===== src/rtl/fp16_pkg.sv =====
// Shared binary16 constants and field layout for the int/fp conversion datapath.
package fp16_pkg;

  localparam int          FP16_BIAS    = 15;
  localparam int          FP16_EXP_W   = 5;
  localparam int          FP16_FRAC_W  = 10;
  localparam logic [15:0] FP16_POS_INF = 16'h7C00;

  typedef struct packed {
    logic                   sign;
    logic [FP16_EXP_W-1:0]  exp;
    logic [FP16_FRAC_W-1:0] frac;
  } fp16_t;

endpackage


===== src/rtl/fp_int2fp.sv =====
// Combinational unsigned 16-bit integer to binary16 converter, round to nearest-even.
module fp_int2fp
  import fp16_pkg::*;
(
  input  logic [15:0] i_int,
  output fp16_t       o_fp,
  output logic        o_inexact
);

  logic [3:0]  w_pos;
  logic [15:0] w_norm;
  logic        w_nonzero;
  logic        w_guard;
  logic        w_sticky;
  logic        w_rnd_up;
  logic [10:0] w_frac_sum;
  logic [4:0]  w_exp;

  always_comb begin
    w_pos = '0;
    for (int i = 0; i < 16; i++) begin
      if (i_int[i]) w_pos = 4'(i);
    end
  end

  // Left-justify so the leading one sits at bit 15; zero input stays zero.
  assign w_norm    = i_int << (4'd15 - w_pos);
  assign w_nonzero = w_norm[15];
  assign w_guard   = w_norm[4];
  assign w_sticky  = |w_norm[3:0];
  assign w_rnd_up  = w_guard & (w_sticky | w_norm[5]);

  // Carry out of the fraction bumps the exponent; the fraction wraps to zero.
  assign w_frac_sum = {1'b0, w_norm[14:5]} + 11'(w_rnd_up);
  assign w_exp      = 5'(w_pos) + 5'(FP16_BIAS) + 5'(w_frac_sum[10]);

  always_comb begin
    o_fp      = '0;
    o_inexact = 1'b0;
    if (w_nonzero) begin
      o_inexact = w_guard | w_sticky;
      if (w_exp == 5'd31) begin
        o_fp = FP16_POS_INF;
      end else begin
        o_fp.exp  = w_exp;
        o_fp.frac = w_frac_sum[9:0];
      end
    end
  end

endmodule


===== src/rtl/fp_fp2int.sv =====
// Two-lane registered converter: unsigned int -> binary16 (RNE) and binary16 -> unsigned int
// (truncate, saturate). Both lanes share one valid and one output register stage.
module fp_fp2int
  import fp16_pkg::*;
(
  input  logic        clk,
  input  logic        rst_n,
  input  logic        in_valid,
  input  logic [15:0] int_in,
  input  logic [15:0] fp_in,
  output logic        out_valid,
  output logic [15:0] fp_out,
  output logic [15:0] int_out,
  output logic        fp_inexact,
  output logic        int_sat
);

  fp16_t       w_fp_res;
  logic        w_fp_inexact;
  fp16_t       w_fp_in;
  logic [3:0]  w_e;
  logic [15:0] w_sig;
  logic [15:0] w_int_res;
  logic        w_int_sat;

  logic        r_valid;
  logic [15:0] r_fp_out;
  logic [15:0] r_int_out;
  logic        r_fp_inexact;
  logic        r_int_sat;

  fp_int2fp u_int2fp (
    .i_int     (int_in),
    .o_fp      (w_fp_res),
    .o_inexact (w_fp_inexact)
  );

  assign w_fp_in = fp_in;
  // Unbiased exponent; only consulted once exp >= bias, so it lands in 0..15.
  assign w_e     = 4'(w_fp_in.exp - 5'(FP16_BIAS));
  assign w_sig   = {5'b0, 1'b1, w_fp_in.frac};

  always_comb begin
    w_int_res = '0;
    w_int_sat = 1'b0;
    if (w_fp_in.exp == 5'd31) begin
      w_int_sat = 1'b1;
      w_int_res = w_fp_in.sign ? 16'h0000 : 16'hFFFF;
    end else if (w_fp_in.exp >= 5'(FP16_BIAS)) begin
      if (w_fp_in.sign) begin
        w_int_sat = 1'b1;
      end else if (w_e <= 4'd10) begin
        w_int_res = w_sig >> (4'd10 - w_e);
      end else begin
        w_int_res = w_sig << (w_e - 4'd10);
      end
    end
  end

  always_ff @(posedge clk or negedge rst_n) begin
    if (!rst_n) begin
      r_valid      <= 1'b0;
      r_fp_out     <= '0;
      r_int_out    <= '0;
      r_fp_inexact <= 1'b0;
      r_int_sat    <= 1'b0;
    end else begin
      r_valid <= in_valid;
      if (in_valid) begin
        r_fp_out     <= w_fp_res;
        r_int_out    <= w_int_res;
        r_fp_inexact <= w_fp_inexact;
        r_int_sat    <= w_int_sat;
      end
    end
  end

  assign out_valid  = r_valid;
  assign fp_out     = r_fp_out;
  assign int_out    = r_int_out;
  assign fp_inexact = r_fp_inexact;
  assign int_sat    = r_int_sat;

endmodule


===== config.mk =====
export PLATFORM = sky130hd
export DESIGN_NAME = fp_fp2int
export DESIGN_NICKNAME = d
export VERILOG_FILES = /design/src/rtl/fp16_pkg.sv /design/src/rtl/fp_int2fp.sv /design/src/rtl/fp_fp2int.sv
export SDC_FILE = /design/constraint.sdc
export NUM_CORES = 1
export LEC_CHECK = 0
export ABC_CLOCK_PERIOD_IN_PS = 2900
export BUFFER_PORTS_ARGS = -buffer_cell sky130_fd_sc_hd__buf_2
export CAP_MARGIN = 10
export CELL_PAD_IN_SITES_DETAIL_PLACEMENT = 1
export CELL_PAD_IN_SITES_GLOBAL_PLACEMENT = 2
export CORE_MARGIN = 10
export CORE_UTILIZATION = 35
export CTS_CLUSTER_DIAMETER = 120
export DETAILED_ROUTE_END_ITERATION = 10
export HOLD_SLACK_MARGIN = 0.02
export PLACE_DENSITY_LB_ADDON = 0.15
export RECOVER_POWER = 100
export SETUP_SLACK_MARGIN = 0.5
export SLEW_MARGIN = 20
export SYNTH_ARGS = -nofsm -noshare
export SYNTH_HDL_FRONTEND = slang
export SYNTH_SLANG_ARGS = --single-unit

===== constraint.sdc =====
create_clock -name clk -period 2.9 [get_ports clk]
set_clock_uncertainty 0.15 [all_clocks]
set_input_delay 0.145 -clock clk [delete_from_list [all_inputs] [get_ports clk]]
set_output_delay 0.145 -clock clk [all_outputs]
set_load 0.03 [all_outputs]

# After elaboration in Yosys (flattened, before gate mapping)
# Index checks and enable logic that the tools add are counted.
# op_classes
addsub	7
multipliers	0
div_mod_pow	0
order_cmp	2
eq_ne	2
shift	3
n_mux	26
bitwise	3
n_reduce_logical	1
# ops
op	count
two-way mux 16 bit	5
two-way mux 4 bit	8
two-way mux 15 bit	2
left shift 11 x 4 -> 16 bit	1
left shift 16 x 4 -> 16 bit	1
right shift 11 x 4 -> 16 bit	1
two-way mux 3 bit	4
adder 10 x 1 -> 11 bit	1
equality test 5 bit (second input constant)	2
subtractor 4 bit (first input constant)	2
subtractor 4 bit (second input constant)	2
adder 4 x 4 -> 5 bit (second input constant)	1
adder 5 x 1 -> 5 bit	1
greater-or-equal comparator 5 x 4 -> 1 bit (second input constant)	1
two-way mux 1 bit	5
<= comparator 4 bit (second input constant)	1
two-way mux 2 bit	2
OR reduction 4 bit	1
bitwise OR 1 bit	2
bitwise AND 1 bit	1
# totals
ff_bits	35
latchBits	0
ramBits	0
romBits	0
in_bits	35
output_inout_bits	35
word_cells	49
mem_count	0

# Longest topological paths before layout
# logic_depth
depth_word	25
mapped_depth	23
mapped_depth_nobuf	19

# Cells and area by module
# From an unflattened synthesis, not the netlist that was laid out.
# hier_totals
cells_unflattened	510
area_unflattened_um2	4389.2
# modules_own_cells
mod	n_inst	cells_each	area_per_inst_um2	seq_area_each_um2
fp_fp2int	1	270	2773.9	875.8
fp_int2fp	1	240	1615.3	0.0

# Worst setup path after synthesis
# No wires, ideal clock.
# synth_timing
path_kind	input port to flip-flop
from	input int_in[9]
to	register r_fp_out[7] (netlist: fp_out[7])
setup_ns	0.126
t_arrival_ns	4.177
required_ns	2.624
slack_ns	-1.553
path_stages	19
path_buffers	4
path_cell_list	buf_2 or4_1 buf_2 o21ai_1 clkbuf_1 a211oi_1 a311oi_1 o21bai_1 nor2_1 ha_1 o221a_2 nand4_1 ha_1 ha_1 or4_1 o211a_1 buf_6 nor2b_1 a221o_1
# synth_between
elab_chain_cells	17
elab_cells_between_ends	18
cone_classes	add/sub: 4; eq/ne: 1; shift: 1; mux: 9; bitwise: 2; reduce/logical: 1
# synth_lines
item	line_no	text
start: declaration	fp_fp2int.sv:9	input logic [15:0] int_in,
two-way mux 4 bit (7 in series)	fp_int2fp.sv:22	if (i_int[i]) w_pos = 4'(i);
subtractor 4 bit	fp_int2fp.sv:27	assign w_norm = i_int << (4'd15 - w_pos);
left shift 16 x 4 -> 16 bit	fp_int2fp.sv:27	
OR reduction 4 bit	fp_int2fp.sv:30	assign w_sticky = |w_norm[3:0];
bitwise OR 1 bit	fp_int2fp.sv:31	assign w_rnd_up = w_guard & (w_sticky | w_norm[5]);
bitwise AND 1 bit	fp_int2fp.sv:31	
adder 10 x 1 -> 11 bit	fp_int2fp.sv:34	assign w_frac_sum = {1'b0, w_norm[14:5]} + 11'(w_rnd_up);
adder 5 x 1 -> 5 bit	fp_int2fp.sv:35	assign w_exp = 5'(w_pos) + 5'(FP16_BIAS) + 5'(w_frac_sum[10]);
equality test 5 bit	fp_int2fp.sv:42	if (w_exp == 5'd31) begin
two-way mux 15 bit	fp_int2fp.sv:42	
two-way mux 15 bit (*)	fp_int2fp.sv:40	if (w_nonzero) begin
end signal: assignment	fp_fp2int.sv:70	r_fp_out <= w_fp_res;
end: declaration	fp_fp2int.sv:27	logic [15:0] r_fp_out;
# Mark *: on every way between the ends. The rest lies on a longest branch, timed or not.
# A chain may end at the register's enable or synchronous reset.

# Worst setup path after layout
# layout_timing
from	input int_in[2]
to	register r_fp_out[7] (netlist: fp_out[7])
# layout_between
elab_chain_cells	24
elab_cells_between_ends	25
cone_classes	add/sub: 4; eq/ne: 1; shift: 1; mux: 16; bitwise: 2; reduce/logical: 1
# layout_lines
item	line_no
two-way mux 2 bit (2 in series)	fp_int2fp.sv:22
two-way mux 3 bit (4 in series)	fp_int2fp.sv:22
two-way mux 4 bit (8 in series)	fp_int2fp.sv:22
subtractor 4 bit	fp_int2fp.sv:27
left shift 16 x 4 -> 16 bit	fp_int2fp.sv:27
OR reduction 4 bit	fp_int2fp.sv:30
bitwise OR 1 bit	fp_int2fp.sv:31
bitwise AND 1 bit	fp_int2fp.sv:31
adder 10 x 1 -> 11 bit	fp_int2fp.sv:34
adder 5 x 1 -> 5 bit	fp_int2fp.sv:35
equality test 5 bit	fp_int2fp.sv:42
two-way mux 15 bit	fp_int2fp.sv:42
two-way mux 15 bit (*)	fp_int2fp.sv:40
# Marked as above.

==> results.rst <==
.. list-table::
   :header-rows: 1

   * - Metric
     - Value
   * - Worst-Margin Slew
     - 1.790 ns
   * - Path class of the lowest-slack min-delay path
     - in -> reg
   * - Die footprint
     - 15,940 um2
   * - Post-Syn Nets
     - 563
   * - Share of flip-flops with an asynchronous set or reset after synthesis
     - 1.000
   * - Total vias in the final route
     - 4,872
   * - Die Y
     - 126.2 um
   * - Cell Rows
     - 38
   * - Post-layout minimum cycle time
     - 4.089 ns
   * - Horizontal die dimension
     - 126.2 um
   * - Top post-synthesis cells by area
     - sky130_fd_sc_hd__dfrtp_1 (22%), sky130_fd_sc_hd__nor2_1 (6.5%), sky130_fd_sc_hd__a21oi_1 (6.3%)
   * - RSZ-0062 raised after global routing
     - yes
   * - Routed len/inst
     - 20.43 um
   * - Synth top area share
     - 0.2154
   * - GR Util All Layers
     - 0.1990
   * - Worst-path fanout max
     - 4
   * - Worst path arrival time
     - 4.10 ns
   * - Initial cell density of the core
     - 0.3612
   * - Setup slack, reg-to-reg
     - 1.92 ns
   * - Setup_tns
     - -12.77 ns
   * - Combined area of the multi-input logic cells
     - 3309 um2
   * - Vias in the first global route
     - 4,970
   * - Critical path class
     - in -> reg
   * - Weighted congestion at the end of routability-driven global placement
     - 0.8962
   * - Status
     - finished with violations
   * - TritonCTS sink count
     - 34
   * - Reg-to-Reg End
     - fp_out[7]
   * - Slew Limit Headroom
     - -0.1933
   * - Number of hold violations in the final report
     - 0
   * - Final setup violating endpoints
     - 15
   * - Final wirelength
     - 17,570 um
   * - Worst-case clock buffer depth
     - 2
   * - Most used cell along the critical path
     - sky130_fd_sc_hd__ha_4
   * - Remaining global-route overflow
     - 0
   * - Crit path buffers/inverters
     - 2
   * - Clk slew on worst S/H paths
     - 0.05 ns
   * - Worst path required time
     - 2.91 ns
   * - Number of synthesized register bits
     - 34
   * - Sequential cell fraction of total power
     - 0.234
   * - Overall power consumption
     - 2.412 mW
   * - Number of distinct library cells after synthesis
     - 78
   * - Number of maximum-capacitance violations
     - 1
   * - Total of buffers placed on input and output ports
     - 68
   * - Reg2Reg Depth
     - 1
   * - Pre-CTS setup slack
     - -1.494 ns
   * - Boundary pin count
     - 70
   * - Slowest Stage Delay on Critical Path
     - 0.50 ns
   * - Area taken by flip-flops and latches
     - 850.8 um2
   * - Critical Path Sink Type
     - flop
   * - Share of the clock period used by the worst path after layout
     - 1.410
   * - Remaining routing DRC violations
     - 0
   * - H-Tree Depth
     - 2
   * - Peak supply drop
     - 422.2 uV
   * - Antenna cell count
     - 0
   * - Switching power
     - 0.9776 mW
   * - Failing checks
     - capacitance limit, slew limit, setup timing
   * - Fraction of layout cells with a size suffix above 1
     - 0.4083
   * - LEAKAGE
     - 2.652 nW
   * - Iteration count of the initial detailed-routing pass
     - 4
   * - Instance count on the critical path
     - 18
   * - Root Buffer Master
     - sky130_fd_sc_hd__clkbuf_16
   * - Cell with the largest stage delay on the worst path
     - sky130_fd_sc_hd__a2111oi_2
   * - TritonCTS clock tree
     - done
   * - Area growth syn-to-layout
     - 57.11%
   * - HPWL reported at the end of detailed placement
     - 13,240 um
   * - Total number of nets in the final design
     - 765
   * - EDFF count, synth
     - 0
   * - Highest achievable clock rate
     - 244.5 MHz
   * - Int Power
     - 1.435 mW
   * - Final ANT Viol Nets
     - 0
   * - Kind of cell with the highest combined delay on the critical path
     - compound AO/OA/AOI/OAI gates
   * - Number of antenna violations at the first check in global routing
     - 0
   * - Post-synthesis sequential area ratio
     - 0.2154
   * - Cell with the most instances after synthesis
     - sky130_fd_sc_hd__nor2_1
   * - Power density of the placed cells
     - 388.7 nW/um2
   * - Type of origin of the critical path
     - input port
   * - Most used flip-flop cell after synthesis
     - sky130_fd_sc_hd__dfrtp_1
   * - Number of buffers created by CTS
     - 5
   * - List of cells traversed by the critical path
     - buf_6 > nand2b_4 > a221o_2 > a2111oi_2 > nor3_2 > buf_4 > o22ai_1 > a211oi_2 > nor4_4 > nand4_1 > ha_4 > ha_4 > nor2_2 > a21oi_1 > or4_4 > o211a_4 > nor2b_1 > a221o_1
   * - Endpoint of the most critical setup path
     - fp_out[7]
   * - Cell type with the largest total area after synthesis
     - sky130_fd_sc_hd__dfrtp_1
   * - DR vias/cell
     - 5.665
   * - Combinational share of power
     - 0.546
   * - Insertion delay of the later-clocked pin in the worst-skew pair
     - 0.27 ns
   * - Proportion of power drawn by the clock network
     - 0.220
   * - Synthesized netlist cell count
     - 517
   * - Share of total power consumed by net switching
     - 0.4052
   * - Synth Area per Inst
     - 7.640 um2
   * - Leading post-synthesis cells by instance count
     - sky130_fd_sc_hd__nor2_1 (68), sky130_fd_sc_hd__a21oi_1 (50), sky130_fd_sc_hd__o21ai_0 (43), sky130_fd_sc_hd__dfrtp_1 (34), sky130_fd_sc_hd__clkbuf_1 (25)
   * - Pin count of the biggest net entering global routing
     - 35
   * - DRC marker count from the first detailed-route iteration
     - 290
   * - First-pass GRT wire length
     - 26,610 um
   * - Fillers
     - 1,359
   * - Launch instance of the worst register-to-register path
     - fp_out[7]
   * - Setup ws final
     - -1.189 ns
   * - Post-synthesis instance area
     - 3950 um2
   * - Critical Path Source
     - int_in[2]
   * - Final hold slack
     - 0.1047 ns
   * - Core area
     - 10,940 um2
   * - Number of warnings reported in the yosys synthesis log
     - 0
   * - Final slew viol count
     - 35
[how the worst min path moves through the flow]
stage | start | to | cells after the start
global placement | rst_n | fp_out[8] | 1
finish | in_valid | out_valid | 1
floorplan | rst_n | fp_inexact | 0
CTS | in_valid | out_valid | 1
detailed placement | rst_n | fp_out[8] | 1
global route | in_valid | out_valid | 1
[kinds of logic after synthesis]
| family | share of synthesized area |
|---|---|
| flip-flops | 0.2154 |
| other | 0.0009494 |
| multiplexers | 0.07539 |
| buffers and inverters | 0.06430 |
| AO/OA/AOI/OAI | 0.3564 |
| XOR/XNOR | 0.02439 |
| adder cells (fa/ha/maj) | 0.03484 |
| AND/OR/NAND/NOR | 0.2284 |
[state kept, by name (all words and copies together) (netlist names)]
signal      count
fp_inexact      1
int_sat         1
int_out        16
out_valid       1
fp_out         15
[layout make-up]
class                      instances  share of cell area
clock inverter                     1           0.0008065
tap                              140             0.02823
multi-input combinational        426              0.5333
sequential                        34              0.1371
clock buffer                       7             0.02298
timing repair buffer             235              0.2651
inverter                          17             0.01250
[timing repair]
| item | in CTS | in global routing |
|---|---|---|
| hold buffers | 1 | 0 |
| gates resized for setup | 37 | 56 |
| setup endpoints to repair | 24 | 26 |
| buffers inserted | 11 | 16 |
| endpoints found under the hold margin | 34 | 0 |
| pin swaps | 22 | 23 |
[layout by cell type, fill, tap and decap left out, drive strengths merged, types with 7 or more instances in the layout]
cell type / Yosys / routed
o21ai: 49 / 49
o22ai: 9 / 9
nor4: 7 / 7
nand2: 23 / 23
mux2i: 23 / 23
buf: 15 / 194
nand2b: 9 / 9
inv: 16 / 16
xnor2: 9 / 9
a211oi: 13 / 13
nor2: 70 / 70
a21oi: 50 / 50
nor3: 10 / 10
nand3: 22 / 22
ha: 11 / 11
dfrtp: 34 / 34
clkbuf: 25 / 47
a22o: 9 / 9
[metal layers]
layer	vias up	wire, um	GRT usage
met5	-	0	0
met4	0	262	0.04555
met3	21	521	0.02643
met2	91	8445	0.3258
met1	2418	8344	0.2710
li1	2342	-	-
[through the flow]
stage	cell area, um2	cells	util
after floorplan	4158	517	-
final	6206	860	0.5675
after global routing	6206	860	0.5675
after detailed placement	5493	824	0.5023
after CTS	5907	844	0.5402
after global placement	5493	824	0.5023
[power by group through the flow]
stage / sequential, mW / clock (mW) / combinational, mW
3_5_place_dp: 0.568 / 0 / 1.15
4_1_cts: 0.560 / 0.538 / 1.21
3_3_place_gp: 0.564 / 0 / 1.12
2_1_floorplan: 0.676 / 0 / 0.596
5_1_grt: 0.570 / 0.564 / 1.41
6_report: 0.564 / 0.530 / 1.32
Note: power is estimated with default switching activity, not from simulation.
